### src/rtl/fetch_request.sv
// fetch_request: frontend fetch issuer sitting behind next_pc.
// Issues one instruction-cache request at a time. It hands the returned word
// to the instruction queue, or asks next_pc to replay it when the queue is
// full. After any pulse it sends back to next_pc (if_ready / replay / flush),
// it waits one extra cycle so that next_pc's two-stage registered npc update
// has landed before a new address is sampled.
module fetch_request #(
    // Core configuration handle; this block has no configuration-dependent
    // behaviour, so the value is not consulted.
    parameter int unsigned CVA6Cfg     = 0,
    parameter int unsigned VLEN        = 64,
    parameter int unsigned FETCH_WIDTH = 32
) (
    input  logic                   clk_i,
    input  logic                   rst_ni,
    input  logic                   flush_i,
    input  logic [VLEN-1:0]        next_addr_i,
    // instruction cache request side
    output logic                   icache_req_o,
    output logic [VLEN-1:0]        icache_vaddr_o,
    input  logic                   icache_ready_i,
    output logic                   icache_kill_s1_o,
    output logic                   icache_kill_s2_o,
    // instruction cache response side
    input  logic                   icache_valid_i,
    input  logic [FETCH_WIDTH-1:0] icache_data_i,
    input  logic                   icache_ex_i,
    // instruction queue
    input  logic                   iq_ready_i,
    output logic                   fetch_valid_o,
    output logic [FETCH_WIDTH-1:0] fetch_data_o,
    output logic [VLEN-1:0]        fetch_addr_o,
    output logic                   fetch_ex_o,
    // feedback to next_pc
    output logic                   if_ready_o,
    output logic                   replay_o,
    output logic [VLEN-1:0]        replay_addr_o
);

    typedef enum logic [1:0] {
        IDLE = 2'd0,
        REQ  = 2'd1,
        WAIT = 2'd2
    } state_e;

    state_e          state_q, state_d;
    logic [VLEN-1:0] req_addr_q, req_addr_d;
    // High for the cycle right after a pulse to next_pc; next_pc's npc is not
    // yet valid then, so IDLE must not sample next_addr_i.
    logic            settle_q, settle_d;

    // The address register only changes on capture in IDLE, so it is stable
    // for the whole REQ phase and also names the outstanding word in WAIT.
    assign icache_vaddr_o = req_addr_q;

    // Next-state and output decode; flush wins over every other event.
    always_comb begin
        state_d          = state_q;
        req_addr_d       = req_addr_q;
        icache_req_o     = 1'b0;
        icache_kill_s1_o = 1'b0;
        icache_kill_s2_o = 1'b0;
        fetch_valid_o    = 1'b0;
        fetch_data_o     = '0;
        fetch_addr_o     = '0;
        fetch_ex_o       = 1'b0;
        if_ready_o       = 1'b0;
        replay_o         = 1'b0;
        replay_addr_o    = '0;

        case (state_q)
            IDLE: begin
                // Capture only once next_pc has settled, and never while a
                // flush is redirecting it.
                if (!settle_q && !flush_i) begin
                    req_addr_d = {next_addr_i[VLEN-1:2], 2'b00};
                    state_d    = REQ;
                end
            end

            REQ: begin
                icache_req_o = 1'b1;
                if (flush_i) begin
                    // Kill in the handshake cycle; an accept here must not
                    // advance next_pc.
                    icache_kill_s1_o = 1'b1;
                    state_d          = IDLE;
                end else if (icache_ready_i) begin
                    if_ready_o = 1'b1;
                    state_d    = WAIT;
                end
            end

            WAIT: begin
                if (flush_i) begin
                    // Outstanding request is killed; a response landing in the
                    // same cycle is discarded.
                    icache_kill_s2_o = 1'b1;
                    state_d          = IDLE;
                end else if (icache_valid_i) begin
                    if (iq_ready_i) begin
                        fetch_valid_o = 1'b1;
                        fetch_data_o  = icache_data_i;
                        fetch_addr_o  = req_addr_q;
                        fetch_ex_o    = icache_ex_i;
                    end else begin
                        // Queue full: drop the word and have next_pc rewind.
                        replay_o      = 1'b1;
                        replay_addr_o = req_addr_q;
                    end
                    state_d = IDLE;
                end
            end

            default: state_d = IDLE;
        endcase

        settle_d = if_ready_o | replay_o | flush_i;
    end

    // State, captured address and settle flag; reset parks in IDLE unsettled
    // so the first capture happens one cycle after release.
    always_ff @(posedge clk_i or negedge rst_ni) begin
        if (!rst_ni) begin
            state_q    <= IDLE;
            req_addr_q <= '0;
            settle_q   <= 1'b1;
        end else begin
            state_q    <= state_d;
            req_addr_q <= req_addr_d;
            settle_q   <= settle_d;
        end
    end

endmodule

### config.mk
export PLATFORM = sky130hd
export DESIGN_NAME = fetch_request
export DESIGN_NICKNAME = d
export VERILOG_FILES = /design/src/rtl/fetch_request.sv
export SDC_FILE = /design/constraint.sdc
export NUM_CORES = 1
export LEC_CHECK = 0
export ABC_AREA = 1
export BUFFER_PORTS_ARGS = -buffer_cell sky130_fd_sc_hd__buf_2
export CAP_MARGIN = 20
export CELL_PAD_IN_SITES_DETAIL_PLACEMENT = 0
export CELL_PAD_IN_SITES_GLOBAL_PLACEMENT = 2
export CORE_AREA = 5 5 156 158
export DETAILED_ROUTE_END_ITERATION = 8
export DIE_AREA = 0 0 161 163
export GPL_ROUTABILITY_DRIVEN = 0
export PLACE_DENSITY = 0.8
export SLEW_MARGIN = 20
export SYNTH_ARGS = -nofsm -noshare
export SYNTH_HDL_FRONTEND = slang
export SYNTH_SLANG_ARGS = --single-unit
### constraint.sdc
create_clock -name clk_i -period 1.75 [get_ports clk_i]
set_input_delay 0.0875 -clock clk_i [delete_from_list [all_inputs] [get_ports clk_i]]
set_output_delay 0.0875 -clock clk_i [all_outputs]
set_load 0.05 [all_outputs]
==> flow_metrics.env, run 1 <==
export IMPL_drt_wirelength_per_cell_um=14.5
export IMPL_clockRootBuffer="clkbuf_16"
export IMPL_synth_cell_types=17
export IMPL_rsz0062_at_grt="true"
export IMPL_insertion_delay_ns=0.33
export IMPL_grtUsageTotal_pct=12.9
export IMPL_viasPerCell=3.94
export IMPL_fin_crit_sh_pct=104
export IMPL_drtPass1Iterations=4
export IMPL_required_ns=1.66
export IMPL_hold_path_class="in -> reg"
export IMPL_wl_um=18100
export IMPL_num_vias=4919
export IMPL_grt_max_degree=41
export IMPL_dieArea_um2=26200
export IMPL_finalSetupViolCount=50
export IMPL_peakVddDrop_mv=0.423
export IMPL_fmax_mhz=549
export IMPL_setup_slack_ns=-0.0700
export IMPL_cap_viol_max_count=0
export IMPL_hpwl_um=12800
export IMPL_n_antenna_cell=0
export IMPL_coreArea_um2=23000
export IMPL_clockBufferDepth=2
export IMPL_nFillCells=2395
export IMPL_grt_pass1_wl_um=27300
export IMPL_crit_top_cell="buf_12"
export IMPL_drive_gt1_share_pct=50.6
export IMPL_dieWidth_um=161
export IMPL_violations="setup timing"
export IMPL_nNetsFinal=1057
export IMPL_grt_pass1_vias=5123
export IMPL_path_cells="nor2_4, nand3_4, buf_12, buf_12, nor2_2, buf_6"
export IMPL_arrival_ns=1.73
export IMPL_reg2reg_depth=5
export IMPL_cts_max_level=3
export IMPL_p_leak_nw=4.31
export IMPL_reg2reg_from="state_q[1]"
export IMPL_synthCells=572
export IMPL_drt_antenna_violating_nets=0
export IMPL_avgSynthCellArea_um2=6.65
export IMPL_regToRegSetupSlack_ns=0.41
export IMPL_clkTransAtPathRegs_ns=0.05
export IMPL_io_buffer_count=325
export IMPL_syn_area_um2=3800
export IMPL_status="finished with violations"
export IMPL_yosys_warnings=0
export IMPL_area_delta_synth_final_pct=111
export IMPL_cts_buffers_inserted=9
export IMPL_ys_ff_latch=65
export IMPL_initial_utilization_pct=16.5
export IMPL_r2r_end="icache_vaddr_o[32]"
export IMPL_pin_count=334
export IMPL_maxSlewViolCount=0
export IMPL_path_class="reg -> out"
export IMPL_hp_start="next_addr_i[54]"
export IMPL_worstSetupStartpoint="state_q[0]"
export IMPL_cp_end_kind="output pin"
export IMPL_final_min_clock_period_ns=1.82
export IMPL_route_detailed_drc=0
export IMPL_cpPeakStageDelay_ns=0.44
export IMPL_post_place_cells=1164
export IMPL_cellPowerDensity_nw_per_um2=851
export IMPL_crit_fanout=24
export IMPL_fp_row_count=56
export IMPL_fp_dieH_um=163
export IMPL_crit_end="fetch_addr_o[27]"
export IMPL_layoutNonFillerInstCount=1249
export IMPL_dr_first_iter_drc_count=217
export IMPL_antenna_found_initial=0
export IMPL_synth_seq_area_share_pct=42.8
export IMPL_fin_skew_ns=0.00729
export IMPL_cts_sinks=65
export IMPL_fin_hold_ws_ns=0.0367
export IMPL_grt_overflow=0
export IMPL_startpoint_type="register"
export IMPL_slowest_stage="dfrtp_2"
export IMPL_finalHoldViolCount=0
export IMPL_tritoncts="done"
-- cell usage in the layout, fill, tap and decap left out, drive strengths merged --
cell,instances
conb,6
nand2,132
bufinv,1
nor2,166
inv,102
clkinv,3
nand3,64
a21oi,1
dlygate4sd3,63
clkinvlp,1
bufbuf,1
o21ai,1
dfrtp,64
clkbuf,16
buf,337
dfstp,1
-- layout make-up --
cell class / instances / area, µm² / share of cell area, %
clock buffer: 11 / 233 / 2.91
clock inverter: 5 / 56.3 / 0.703
inverter: 102 / 383 / 4.78
timing repair buffer: 406 / 3440 / 43.0
sequential: 65 / 1630 / 20.4
multi-input combinational: 370 / 1900 / 23.8
tap: 290 / 363 / 4.53
-- timing repair --
item                       CTS  global route
buffers inserted             5             0
pin swaps                    2             0
hold endpoints to repair    92             0
setup endpoints to repair  155           152
gates cloned                 2             0
hold buffers                63             0
resized for setup          292           114
-- kinds of logic (layout without fill, tap and decap cells) --
family | count (synthesis) | count (layout) | synth area share [%]
and+or+nand+nor | 362 | 362 | 40.8
buffers and inverters | 142 | 524 | 16.0
DFF | 65 | 65 | 42.8
AOI/OAI and AO/OA | 2 | 2 | 0.263
other | 1 | 6 | 0.0987
-- through the flow --
stage	area (µm²)	setup TNS, ns	worst slack, ns	total power, mW	utilization (%)
floorplan	3820	0	0.0902	4.01	-
global placement	5750	0	0.192	4.80	25.0
CTS	7660	-4.21	-0.0490	6.85	33.3
finish	8000	-0.888	-0.0700	6.81	34.8
detailed placement	5750	0	0.194	4.82	25.0
global route	8000	-11.96	-0.147	7.24	34.8
-- worst max-delay path: cells and delay by family (launching register included) --
kind          cells  cell delay [ns]
flops             1             0.44
simple gates      3             0.41
buf+inv           3             0.50
-- how the worst min path moves through the flow --
stage               slack, ns                  to  cells past startpoint
finish                   0.04  icache_vaddr_o[54]                      3
global placement         0.08  icache_vaddr_o[10]                      1
detailed placement       0.08  icache_vaddr_o[10]                      1
CTS                      0.02  icache_vaddr_o[54]                      3
global route            0.007  icache_vaddr_o[54]                      3
floorplan               -0.21  icache_vaddr_o[10]                      0
-- report_power, final --
group          internal, mW  switching, mW
combinational         0.673           2.21
sequential             1.85          0.306
clock                  1.10          0.674
total                  3.62           3.19
-- Yosys cell counts (all sizes together) --
library cell	number	area [µm²]
nor2	166	728
nand2	132	498
inv	102	383
dfrtp	64	1600
nand3	64	325
buf	23	161
clkbuf	17	63.8
a21oi	1	5.00
conb	1	3.75
dfstp	1	26.3
o21ai	1	5.00
-- flip-flops by register name, summed over array words and instances (netlist names) --
| signal | flops |
|---|---|
| icache_vaddr_o | 62 |
| settle_q | 1 |
| state_q | 2 |
-- metal layers --
| layer | part of all wire [%] | up-vias | GRT usage, % |
|---|---|---|---|
| met5 | 0 | - | 0 |
| met4 | 1.4 | 0 | 3.30 |
| met3 | 7.7 | 16 | 3.75 |
| met2 | 52 | 220 | 23.8 |
| met1 | 39 | 2274 | 14.7 |
| li1 | - | 2409 | - |
Power figures use the tool's default switching activity.
==> run 2: changes to the inputs <==
==> config.mk (replaced) <==
export PLATFORM = sky130hd
export DESIGN_NAME = fetch_request
export DESIGN_NICKNAME = d
export VERILOG_FILES = /design/src/rtl/fetch_request.sv
export SDC_FILE = /design/constraint.sdc
export NUM_CORES = 1
export LEC_CHECK = 0
export BUFFER_PORTS_ARGS = -buffer_cell sky130_fd_sc_hd__buf_2
export CAP_MARGIN = 15
export CELL_PAD_IN_SITES_DETAIL_PLACEMENT = 0
export CELL_PAD_IN_SITES_GLOBAL_PLACEMENT = 2
export CORE_AREA = 5 5 151 153
export DETAILED_ROUTE_END_ITERATION = 8
export DIE_AREA = 0 0 156 158
export GPL_ROUTABILITY_DRIVEN = 0
export PLACE_DENSITY = 0.79
export SLEW_MARGIN = 20
export SYNTH_ARGS = -nofsm -noshare
export SYNTH_HDL_FRONTEND = slang
export SYNTH_SLANG_ARGS = --single-unit
export TNS_END_PERCENT = 50
==> run 2 against run 1 <==
The flow still finishes with violations (setup timing). Worst hold slack lost 0.020 ns. Non-clock buffer count up 38. Global-route usage up 1.2 points. Critical endpoint is now fetch_addr_o[8]. Highest routed layer unchanged.
==> flow_metrics.env, run 2 <==
export IMPL_ys_top_cells_by_count="nor3_1 (157), inv_1 (95), dfrtp_1 (64)"
export IMPL_yosys_warnings=0
export IMPL_fp_row_count=54
export IMPL_dieArea_um2=24600
export IMPL_dieWidth_um=156
export IMPL_initial_utilization_pct=18.5
export IMPL_drtPass1Iterations=4
export IMPL_finalSetupViolCount=8
export IMPL_cts_buffers_inserted=9
export IMPL_cp_num_buf_inv=4
export IMPL_slowest_stage="dfrtp_2"
export IMPL_synth_most_common_cell="nor3_1"
export IMPL_insertion_delay_ns=0.34
export IMPL_clockBufferDepth=2
export IMPL_n_antenna_cell=0
export IMPL_grt_overflow=0
export IMPL_async_flop_share_pct=100
export IMPL_cts_max_level=3
export IMPL_grt_pass1_vias=4889
export IMPL_share_seq_of_total_power_pct=27.2
export IMPL_io_buffer_count=325
export IMPL_swShare_pct=48.3
export IMPL_drt_antenna_violating_nets=0
export IMPL_antenna_found_initial=0
export IMPL_status="finished with violations"
export IMPL_grtUsageTotal_pct=14.1
export IMPL_num_vias=4944
export IMPL_hold_path_class="in -> reg"
export IMPL_finish_utilization_pct=47.1
export IMPL_path_cells="nand3b_1, buf_6, buf_12, buf_16, nor3_1, buf_4"
export IMPL_fin_crit_sh_pct=102
export IMPL_internal_power_mw=4.24
export IMPL_synthCells=446
export IMPL_largest_reg_flops=62
export IMPL_hpwl_um=13200
export IMPL_crit_fanout=17
export IMPL_fin_hold_ws_ns=0.0170
export IMPL_clkTransAtPathRegs_ns=0.06
export IMPL_ys_flop_type="dfrtp_1"
export IMPL_cellPowerDensity_nw_per_um2=812
export IMPL_crit_family="buffers and inverters"
export IMPL_area_delta_synth_final_pct=155
export IMPL_violations="setup timing"
export IMPL_drive_gt1_share_pct=71.5
export IMPL_p_clk_share_pct=22.6
export IMPL_cts_sinks=65
export IMPL_fmax_mhz=560
export IMPL_viasPerCell=4.33
export IMPL_ys_ff_latch=65
export IMPL_p_leak_nw=4.97
export IMPL_required_ns=1.66
export IMPL_combPwrFrac_pct=50.2
export IMPL_rsz0062_at_grt="true"
export IMPL_yosysTopAreaCell="dfrtp_1"
export IMPL_route_detailed_drc=0
export IMPL_synth_seq_area_share_pct=41.2
export IMPL_final_min_clock_period_ns=1.78
export IMPL_layout_common_cells="buf_2 (165), buf_6 (150), nor3_4 (112)"
export IMPL_dr_first_iter_drc_count=197
export IMPL_coreArea_um2=21400
export IMPL_wl_um=21600
export IMPL_clockRootBuffer="clkbuf_16"
export IMPL_reg2reg_from="state_q[0]"
export IMPL_hold_path_end="icache_vaddr_o[6]"
export IMPL_synth_area_leaders="dfrtp_1 (40%), nor3_1 (20%), mux2_2 (12%)"
export IMPL_arrival_ns=1.70
export IMPL_tritoncts="done"
export IMPL_regToRegSetupSlack_ns=0.01
export IMPL_syn_area_um2=3960
export IMPL_cap_viol_max_count=0
export IMPL_maxSlewViolCount=0
export IMPL_yosys_area_top_type_share_pct=40.5
export IMPL_avgSynthCellArea_um2=8.87
export IMPL_synth_cell_types=24
export IMPL_final_common_cell="buf_2"
export IMPL_holdPathStages=2
export IMPL_peakVddDrop_mv=0.571
export IMPL_path_class="reg -> out"
export IMPL_cpPeakStageDelay_ns=0.37
export IMPL_hp_start="next_addr_i[6]"
export IMPL_drt_wirelength_per_cell_um=18.9
export IMPL_fin_skew_ns=0.00544
export IMPL_nNetsFinal=960
export IMPL_setup_slack_ns=-0.0349
export IMPL_r2r_end="icache_vaddr_o[61]"
export IMPL_pre_cts_ws_ns=0.0457
export IMPL_grt_max_degree=38
export IMPL_grt_pass1_wl_um=27200
export IMPL_power_switching_mw=3.95
export IMPL_finalHoldViolCount=0
export IMPL_fp_dieH_um=158
export IMPL_cp_end_kind="output pin"
export IMPL_pin_count=334
export IMPL_startpoint_type="register"
export IMPL_total_power_mw=8.18
export IMPL_synth_edff_count=0
export IMPL_reg2reg_depth=6
-- run 2: cell types whose count changed after synthesis, sizes merged, moves of 7 or more --
cell | before | now
nor2 | 166 | 2
nand2 | 132 | 0
mux2 | 0 | 62
inv | 102 | 95
nor3 | 0 | 157
clkbuf | 17 | 27
nand3 | 64 | 0
-- run 2: how the worst max path moves through the flow --
stage                     from                 to  depth (start not counted)
floorplan           state_q[1]   fetch_addr_o[39]                          5
global placement    state_q[0]  icache_vaddr_o[6]                          4
detailed placement  state_q[0]  icache_vaddr_o[6]                          4
CTS                 state_q[0]    fetch_data_o[6]                          4
global route        state_q[0]    fetch_addr_o[3]                          5
finish              state_q[1]    fetch_addr_o[8]                          6
-- run 2: cells by family after synthesis --
logic type,count (synthesis),synth area share [%]
buf+inv,144,15.9
other cells,1,0.0948
flops,65,41.2
mux,62,19.6
compound gates,2,0.348
simple gates,172,22.9
-- run 2: cell type report --
type | count | area [µm²]
Clock buffer | 12 | 246
Clock inverter | 4 | 51.3
Fill cell | 1942 | 11300
Inverter | 95 | 357
Multi-Input combinational cell | 242 | 3190
Sequential cell | 65 | 1630
Tap cell | 280 | 350
Timing Repair Buffer | 444 | 4260
-- run 2: worst reg2reg max path: cells and delay by family, from the launching register on --
kind,cells,cell delay (ns)
buffers and inverters,4,0.60
DFF,1,0.42
muxes,1,0.34
and+or+nand+nor,1,0.27
-- run 2: routing by layer --
metal | wire length, µm | global-route usage (%) | part of all wire [%]
met1 | 8070 | 16.1 | 37
met2 | 11600 | 25.9 | 54
met3 | 1550 | 4.16 | 7.2
met4 | 390 | 3.67 | 1.8
met5 | 0 | 0 | 0
-- run 2: repair_timing --
| action | in CTS | in global routing |
|---|---|---|
| cloned | 5 | 16 |
| pin swaps | 4 | 13 |
| gates resized for setup | 216 | 207 |
| setup endpoints to repair | 159 | 200 |
| hold buffers | 63 | 0 |
| endpoints found under the hold margin | 94 | 0 |
| setup buffers | 7 | 4 |
-- run 2: metrics by stage --
| stage | std cells | cell area [µm²] | setup TNS (ns) |
|---|---|---|---|
| detailed placement | 1032 | 7040 | 0 |
| global placement | 1032 | 7040 | 0 |
| global route | 1142 | 10100 | -5.78 |
| floorplan | 451 | 4950 | -31.27 |
| finish | 1142 | 10100 | -0.149 |
| CTS | 1123 | 8810 | -0.442 |
-- run 2: power groups by stage --
stage               clock network (mW)  registers, mW  logic [mW]
floorplan                            0           3.55        1.32
global placement                     0           2.23        3.51
detailed placement                   0           2.24        3.53
CTS                               1.92           2.22        3.75
global route                      1.99           2.28        4.30
finish                            1.85           2.22        4.11
